**src/rtl/port_debounce.sv**
```systemverilog
// Joystick/console-switch input conditioner for the RIOT ports.
// Two-flop synchronizer, shared sample prescaler, per-bit debounce counters.
module port_debounce #(
    parameter int TICK_DIV   = 1024,
    parameter int STABLE_CNT = 4
) (
    input  logic       CLK,
    input  logic       RES,
    input  logic       BYPASS,
    input  logic [7:0] JOY_RAW,
    input  logic [7:0] SW_RAW,
    output logic [7:0] PA_IN,
    output logic [7:0] PB_IN,
    output logic       CHANGE,
    output logic       TICK
);

    localparam int PW = (TICK_DIV > 1) ? $clog2(TICK_DIV) : 1;
    localparam int CW = (STABLE_CNT > 1) ? $clog2(STABLE_CNT + 1) : 1;
    localparam logic [PW-1:0] PLAST = PW'(TICK_DIV - 1);
    localparam logic [CW-1:0] CPRE  = CW'(STABLE_CNT - 1);

    logic [15:0]         sync1_q;
    logic [15:0]         sync2_q;
    logic [PW-1:0]       pre_q;
    logic [PW-1:0]       pre_d;
    logic                tick_q;
    logic [15:0][CW-1:0] cnt_q;
    logic [15:0][CW-1:0] cnt_d;
    logic [15:0]         out_q;
    logic [15:0]         out_d;
    logic                chg_q;

    // Tick is registered so it is high exactly while the count sits at TICK_DIV-1
    always_comb begin
        pre_d = (pre_q == PLAST) ? '0 : pre_q + PW'(1);
    end

    always_comb begin
        out_d = out_q;
        cnt_d = cnt_q;
        for (int i = 0; i < 16; i++) begin
            if (BYPASS) begin
                out_d[i] = sync2_q[i];
                cnt_d[i] = '0;
            end else if (tick_q) begin
                if (sync2_q[i] == out_q[i]) begin
                    cnt_d[i] = '0;
                end else if (cnt_q[i] == CPRE) begin
                    out_d[i] = sync2_q[i];
                    cnt_d[i] = '0;
                end else begin
                    cnt_d[i] = cnt_q[i] + CW'(1);
                end
            end
        end
    end

    always_ff @(posedge CLK or posedge RES) begin
        if (RES) begin
            sync1_q <= '1;
            sync2_q <= '1;
            pre_q   <= '0;
            tick_q  <= 1'b0;
            cnt_q   <= '0;
            out_q   <= '1;
            chg_q   <= 1'b0;
        end else begin
            sync1_q <= {SW_RAW, JOY_RAW};
            sync2_q <= sync1_q;
            pre_q   <= pre_d;
            tick_q  <= (pre_d == PLAST);
            cnt_q   <= cnt_d;
            out_q   <= out_d;
            chg_q   <= (out_d != out_q);
        end
    end

    assign PA_IN  = out_q[7:0];
    assign PB_IN  = out_q[15:8];
    assign CHANGE = chg_q;
    assign TICK   = tick_q;

endmodule

```
**config.mk**
```make
export PLATFORM = sky130hd
export DESIGN_NAME = port_debounce
export DESIGN_NICKNAME = d
export VERILOG_FILES = /design/src/rtl/port_debounce.sv
export SDC_FILE = /design/constraint.sdc
export NUM_CORES = 1
export LEC_CHECK = 0
export ABC_AREA = 1
export BUFFER_PORTS_ARGS = -buffer_cell sky130_fd_sc_hd__buf_2
export CAP_MARGIN = 10
export CORE_MARGIN = 3
export CORE_UTILIZATION = 30
export CTS_CLUSTER_DIAMETER = 40
export CTS_CLUSTER_SIZE = 30
export DETAILED_ROUTE_END_ITERATION = 8
export GPL_ROUTABILITY_DRIVEN = 0
export HOLD_SLACK_MARGIN = 0.02
export PLACE_DENSITY = 0.54
export SYNTH_ARGS = -nofsm -noshare
export SYNTH_HDL_FRONTEND = slang
export SYNTH_SLANG_ARGS = --single-unit
export TNS_END_PERCENT = 50
```
**constraint.sdc**
```tcl
create_clock -name CLK -period 8.7 [get_ports CLK]
set_input_delay 0.87 -clock CLK [delete_from_list [all_inputs] [get_ports CLK]]
set_output_delay 0.87 -clock CLK [all_outputs]
set_load 0.005 [all_outputs]
```
=== Word-level counts from Yosys, hierarchy flattened ===
Index checks and enable logic that the tools add are counted.

* Output and inout bits: 18
* Bits in registers: 108
* Memories: 0
* Input port bits: 19
* Latch bits: 0
* Memory bits (writable): 0
* Word-level logic and storage cells: 204
* ROM bits: 0

* Equal/unequal tests: 35
* Bitwise gates (word level): 0
* Magnitude comparators: 0
* Multiply operators: 0
* Mux-type cells: 129
* Shift-type cells: 0
* Div/mod/pow operators: 0
* Reduce and logical (&&, ||, !) cells: 1
* Add/sub/neg operators: 17

{| class="wikitable"
|+ Operator list
! kind !! number
|-
| 3-bit 2-to-1 mux || 64
|-
| 1-bit 2-to-1 mux || 64
|-
| 3-bit by 1-bit adder with 3-bit output, second input constant || 16
|-
| 3-bit by 2-bit equality test with 1-bit output, second input constant || 16
|-
| 10-bit equality test, second input constant || 2
|-
| 1-bit equality test || 16
|-
| 16-bit inequality test || 1
|-
| 10-bit by 1-bit adder with 10-bit output, second input constant || 1
|-
| 10-bit 2-to-1 mux || 1
|-
| 2-bit nonzero test || 1
|}

=== Logic depth before layout (Yosys ltp) ===
Gate-level depths: netlist (run 1).

* Depth in word-level cells: 6
* Mapped depth: 9
* Gate-level depth less buffers: 9

=== Worst setup path before layout (run 1) ===
OpenSTA, ideal clock, no wires.

* Path kind: input-to-reg
* Start: input port BYPASS
* End: register cnt_q[7] in the netlist's numbering
* Setup slack: 6.942 ns
* Cell stages on the path: 6
* Arrival time: 1.636 ns
* Path buffers: 2
* Setup time: 0.122 ns
* Path through: buf_4 > inv_4 > nand2_2 > inv_2 > buf_4 > a32o_1

* Longest elaborated chain between the ends: 1
* Elaborated cells between the ends (all ways): 2

{| class="wikitable"
|+ Ends and longest elaborated chain
! what !! line !! RTL
|-
| start: declaration || 9 || <nowiki>input logic BYPASS,</nowiki>
|-
| 3-bit 2-to-1 mux / 2-bit nonzero test (equally long branches) || -- ||
|-
| end signal: assignment || 73 || <nowiki>cnt_q <= cnt_d;</nowiki>
|-
| end: declaration || 28 || <nowiki>logic [15:0][CW-1:0] cnt_q;</nowiki>
|}

Parallel ways exist; a longest one is shown, timed or not.
A chain may end at the register's enable or synchronous reset.

=== Worst setup path after layout (run 1) ===
* Start: register out_q[12]
* End: output port PB_IN[4]

{| class="wikitable"
|+ RTL lines
! what !! line !! RTL
|-
| start: declaration || 30 || <nowiki>logic [15:0] out_q;</nowiki>
|-
| start signal: assignment || 74 || <nowiki>out_q <= out_d;</nowiki>
|-
| end: declaration || 13 || <nowiki>output logic [7:0] PB_IN,</nowiki>
|}

No word-level cell between the ends.

==> reports/results.ini, run 1 <==
[run_status]
status=finished clean

[finish]
instances_no_fill=684
n_fill_cell=1481
final_common_cell=nand2_1
nets=532
areaGrowthSynthToFinish_pct=15.1
regArea_mm2=0.00276
drive_above_1_share_pct=21.6
antennaDiodeCount=0
multi_input_area_mm2=0.00161
final_cell_mix=nand2_1, dfrtp_1, dfstp_2

[cts]
holdBufCountCts=0
cts_setup_buffers=0
ctsResizeCount=0
cts_root_buf=clkbuf_16
clockBufferDepth=2
cts_tree=done
clock_sinks=108
clock_latency_ns=0.34
htree_levels=3
clk_pin_slew_ns=0.07
cts_made_buffers=9

[global_routing]
grt_start_max_net_pins=69
grt_use_total_pct=11.6
antenna_found_initial=0
grt_pass1_vias=3244
grt_pass1_wl_um=15500
overflow=0

[drt]
wl_met3_um=411
wl_met1_um=4110
drt_wl_total_um=8920
via_per_inst=4.59
route.detailed.drc=0
vias=3138
post_drt_wl_per_cell_um=13.0
ant_nets=0
top_layer_used=met4
wl_met2_um=4250
drt_iter0_markers=164
drtPass1Iterations=4

[setup_path]
critical_path_buf_inv_count=1
cp_data_arrival_time_ns=1.02
crit_family=flip-flops
cp-start-kind=flop
cp_max_fo=3
max_stage_delay_ns=0.56
cp_slowest_cell=dfstp_2
cp_data_required_time_ns=7.83
cp_cell_sequence=buf_2
critical_path_class=flop to output port
cp-end-kind=output port

[floorplanning]
die-height_um=130
coreArea_mm2=0.0148
start_util_pct=31.2
die_w_um=130
io_pins=37
dieArea_mm2=0.0168
num_rows=44

[timing]
hold_violations=0
timing.hold.ws_ns=0.355
finalSetupTns_ns=0
rsz0062_at_grt=false
fin_crit_sh_pct=21.7
setup_viol=0
fmax_mhz=530
relSlewSlack_pct=43.8
period_needed_ns=1.89
worst_pin_slew_ns=0.843
skew_ns=0.00840
report.final.slew_viol_count=0

[placement]
io_buffers=36
hpwl_um=6080
dp.cells=668

[yosys]
synth_cells=455
synth-seq-cells=108
avgSynthCellArea_um2=10.1
synth-seq-area-share_pct=60.1
yosysWarnings=0
ys_types=27
syn_nets=492
synth_area_mm2=0.00460

[power_and_ir_drop]
vdd_drop_max_uv=105
p_leak_uw=0.00241
power_density_mw_per_mm2=195

[worst_hold_path]
hold_class=flop to flop

[flow_run]
maxCapViolations=0

per-stage QoR:
stage          utilization, %  power, uW  instance area (um^2)  worst slack, ns
2_1_floorplan               -        591                  4600             5.06
5_1_grt                  35.8       1080                  5290             6.65
3_3_place_gp             33.8        620                  4980             6.50
3_5_place_dp             33.8        621                  4980             6.43
4_1_cts                  35.8       1050                  5290             6.78
6_report                 35.8       1030                  5290             6.81
synth_stat cells, drive strengths merged:
cell type,number,area [um^2]
nor3,3,15.0
o21ai,42,210
nand3,17,85.1
buf,4,25.0
nor2,33,129
mux2,16,180
a21oi,16,80.1
and2,1,6.26
dfrtp,60,1500
o31ai,5,37.5
xor2,17,149
clkbuf,5,18.8
a32o,1,10.0
nand2,112,423
ha,18,225
or2,1,6.26
dfstp,48,1260
inv,47,179
clkinv,1,3.75
nand3b,1,7.51
nand4,7,43.8
cell families (layout without fill, tap and decap cells):
family          Yosys count  in the layout  synth area share, %
compound gates           64             64                 7.35
xor+xnor                 17             17                 3.24
fa+ha+maj                18             18                 4.90
buf+inv                  57            102                 4.93
flops                   108            108                 60.1
mux                      16             16                 3.92
simple gates            175            175                 15.6
state kept, by name, indices dropped and copies added (netlist names):
name / flops
CHANGE: 1
TICK: 1
cnt_q: 48
out_q: 16
pre_q: 10
sync1_q: 16
sync2_q: 16
cell type report:
type,instances,share of cell area (%)
multi-input combinational,290,30.4
sequential,108,52.2
timing repair buffer,38,3.69
clock inverter,1,0.568
tap,184,4.35
inverter,48,3.50
clock buffer,15,5.25
layer usage:
layer  global-route usage, %  vias up
li1                        -     1554
met5                       0        -
met4                    4.10        0
met3                    3.85       12
met2                    18.5       61
met1                    14.9     1511
path summary, 6_finish.rpt:
kind                             start     endpoint  slack (ns)  cells past startpoint
min in group asynchronous          RES     pre_q[8]        0.56                      2
max in group asynchronous          RES    cnt_q[20]        6.92                      3
hold reg to reg            sync1_q[13]  sync2_q[13]        0.35                      0
setup reg to reg              pre_q[0]         TICK        7.09                      8
setup / recovery             out_q[12]     PB_IN[4]        6.81                      1
hold / removal             sync1_q[13]  sync2_q[13]        0.35                      0
power by group:
group	total [uW]	switching [uW]	internal, uW
Sequential	539	9.98	529
Combinational	70.7	45.8	24.9
Clock	421	173	247
Total	1030	229	801
Note: power is estimated with default switching activity, not from simulation.
==> run 2: changes to the inputs <==
Clock period 8.7 ns to 1.95 ns, I/O delays scaled along.
==> run 2 against run 1 <==
The run now ends with hold timing left. Worst setup slack got worse by 6.5 ns. Sequential cell count unchanged. Non-clock buffer count increased by 17. Worst hold slack got worse by 0.40 ns. Highest routed layer unchanged.
==> reports/results.ini, run 2 (synthesis results as in run 1) <==
[worst_hold_path]
hold_class=input pin to async pin

[cts]
clk_pin_slew_ns=0.07
cts_made_buffers=9
ctsResizeCount=0
clock_latency_ns=0.35
cts_tree=done
clockBufferDepth=2
clock_sinks=108
cts_root_buf=clkbuf_16
htree_levels=3

[power_and_ir_drop]
p_leak_uw=0.00248
total_power_uw=4500
vdd_drop_max_uv=508
power_density_mw_per_mm2=826

[run_status]
violations=hold timing
status=finished with violations

[placement]
hpwl_um=5930
placed_cell_area_mm2=0.00500
io_buffers=36

[timing]
period_needed_ns=1.61
relSlewSlack_pct=58.4
fin_crit_sh_pct=82.4
worst_pin_slew_ns=0.624
report.final.slew_viol_count=0
timing.hold.ws_ns=-0.0458
setup_viol=0
skew_ns=0.00712
hold_violations=7
fmax_mhz=622
rsz0062_at_grt=false
finalSetupTns_ns=0

[drt]
vias=3186
via_per_inst=4.54
drt_wl_total_um=8860
route.detailed.drc=0
ant_nets=0
post_drt_wl_per_cell_um=12.6
drt_iter0_markers=154
drtPass1Iterations=4

[setup_path]
cp_max_fo=5
cp-start-kind=flop
critical_path_class=flop to flop
cp_data_required_time_ns=2.18
cp_data_arrival_time_ns=1.83
cp-end-kind=flop

[finish]
regMostFlops=cnt_q
nets=549
areaGrowthSynthToFinish_pct=18.6
multi_input_area_mm2=0.00161
n_fill_cell=1469
antennaDiodeCount=0
regArea_mm2=0.00276
final_cell_mix=nand2_1, dfrtp_1, dfstp_2
largest_reg_flops=48
final_common_cell=nand2_1
drive_above_1_share_pct=21.5
fin_area_mm2=0.00545

[global_routing]
overflow=0
grt_pass1_wl_um=15400
antenna_found_initial=0
grt_start_max_net_pins=109
grt_use_total_pct=11.5
grt_pass1_vias=3364

[floorplanning]
die_w_um=130
io_pins=37
die-height_um=130
dieArea_mm2=0.0168
start_util_pct=31.2
num_rows=44
coreArea_mm2=0.0148

[flow_run]
maxCapViolations=0

run 2: cell types whose count changed in the layout (fill, tap and decap cells not counted), sizes merged:
cell	delta
dlygate4sd3	+16
clkbuf	-3
clkinv	+3
clkinvlp	+2
buf	+1
bufinv	-1
inv	-1
run 2: cell type report:
| cell class | instances | share of cell area (%) |
|---|---|---|
| Clock buffer | 12 | 4.91 |
| Clock inverter | 4 | 0.413 |
| Inverter | 48 | 3.42 |
| Multi-Input combinational cell | 290 | 29.5 |
| Sequential cell | 108 | 50.7 |
| Tap cell | 184 | 4.22 |
| Timing Repair Buffer | 55 | 6.88 |
run 2: power by group:
part | total, uW | switching (uW) | internal, uW
Combinational | 342 | 206 | 136
Clock | 1760 | 785 | 973
Sequential | 2400 | 42.5 | 2360
run 2: timing repair:
action / in CTS / in global routing
hold endpoints to repair: 16 / 0
setup buffers: 0 / 0
hold buffers: 16 / 0
run 2: worst paths after layout:
check                            start     endpoint  slack [ns]  cells after the start
hold / removal                     RES    cnt_q[43]       -0.05                      3
hold reg to reg            sync1_q[12]  sync2_q[12]        0.35                      0
setup / recovery              pre_q[0]         TICK        0.34                      8
max in group asynchronous          RES     pre_q[7]        1.48                      3
setup reg to reg              pre_q[0]         TICK        0.34                      8
min in group CLK                BYPASS    cnt_q[23]        0.35                      4
run 2: metrics by stage:
| stage | instances | util (%) | worst slack, ns |
|---|---|---|---|
| floorplan | 455 | - | 0.493 |
| global placement | 669 | 33.9 | 0.397 |
| detailed placement | 669 | 33.9 | 0.368 |
| CTS | 701 | 37.0 | 0.341 |
| global route | 701 | 37.0 | 0.171 |
| finish | 701 | 37.0 | 0.343 |
run 2: layer usage:
layer	vias to the layer above	share of wire, %	global-route usage (%)
li1	1585	-	-
met1	1550	46	13.9
met2	43	48	19.4
met3	8	4.6	4.05
met4	0	1.3	3.48
met5	-	0	0
run 2: worst max-delay path, cell delays in order (launching register included):
cell and delay (ns):
dfrtp_1 0.41, ha_1 0.20, nand2_1 0.10, nor2_2 0.20
nand3b_1 0.13, nor2_1 0.24, nor2_1 0.10, nand2_1 0.07
nor3_1 0.05
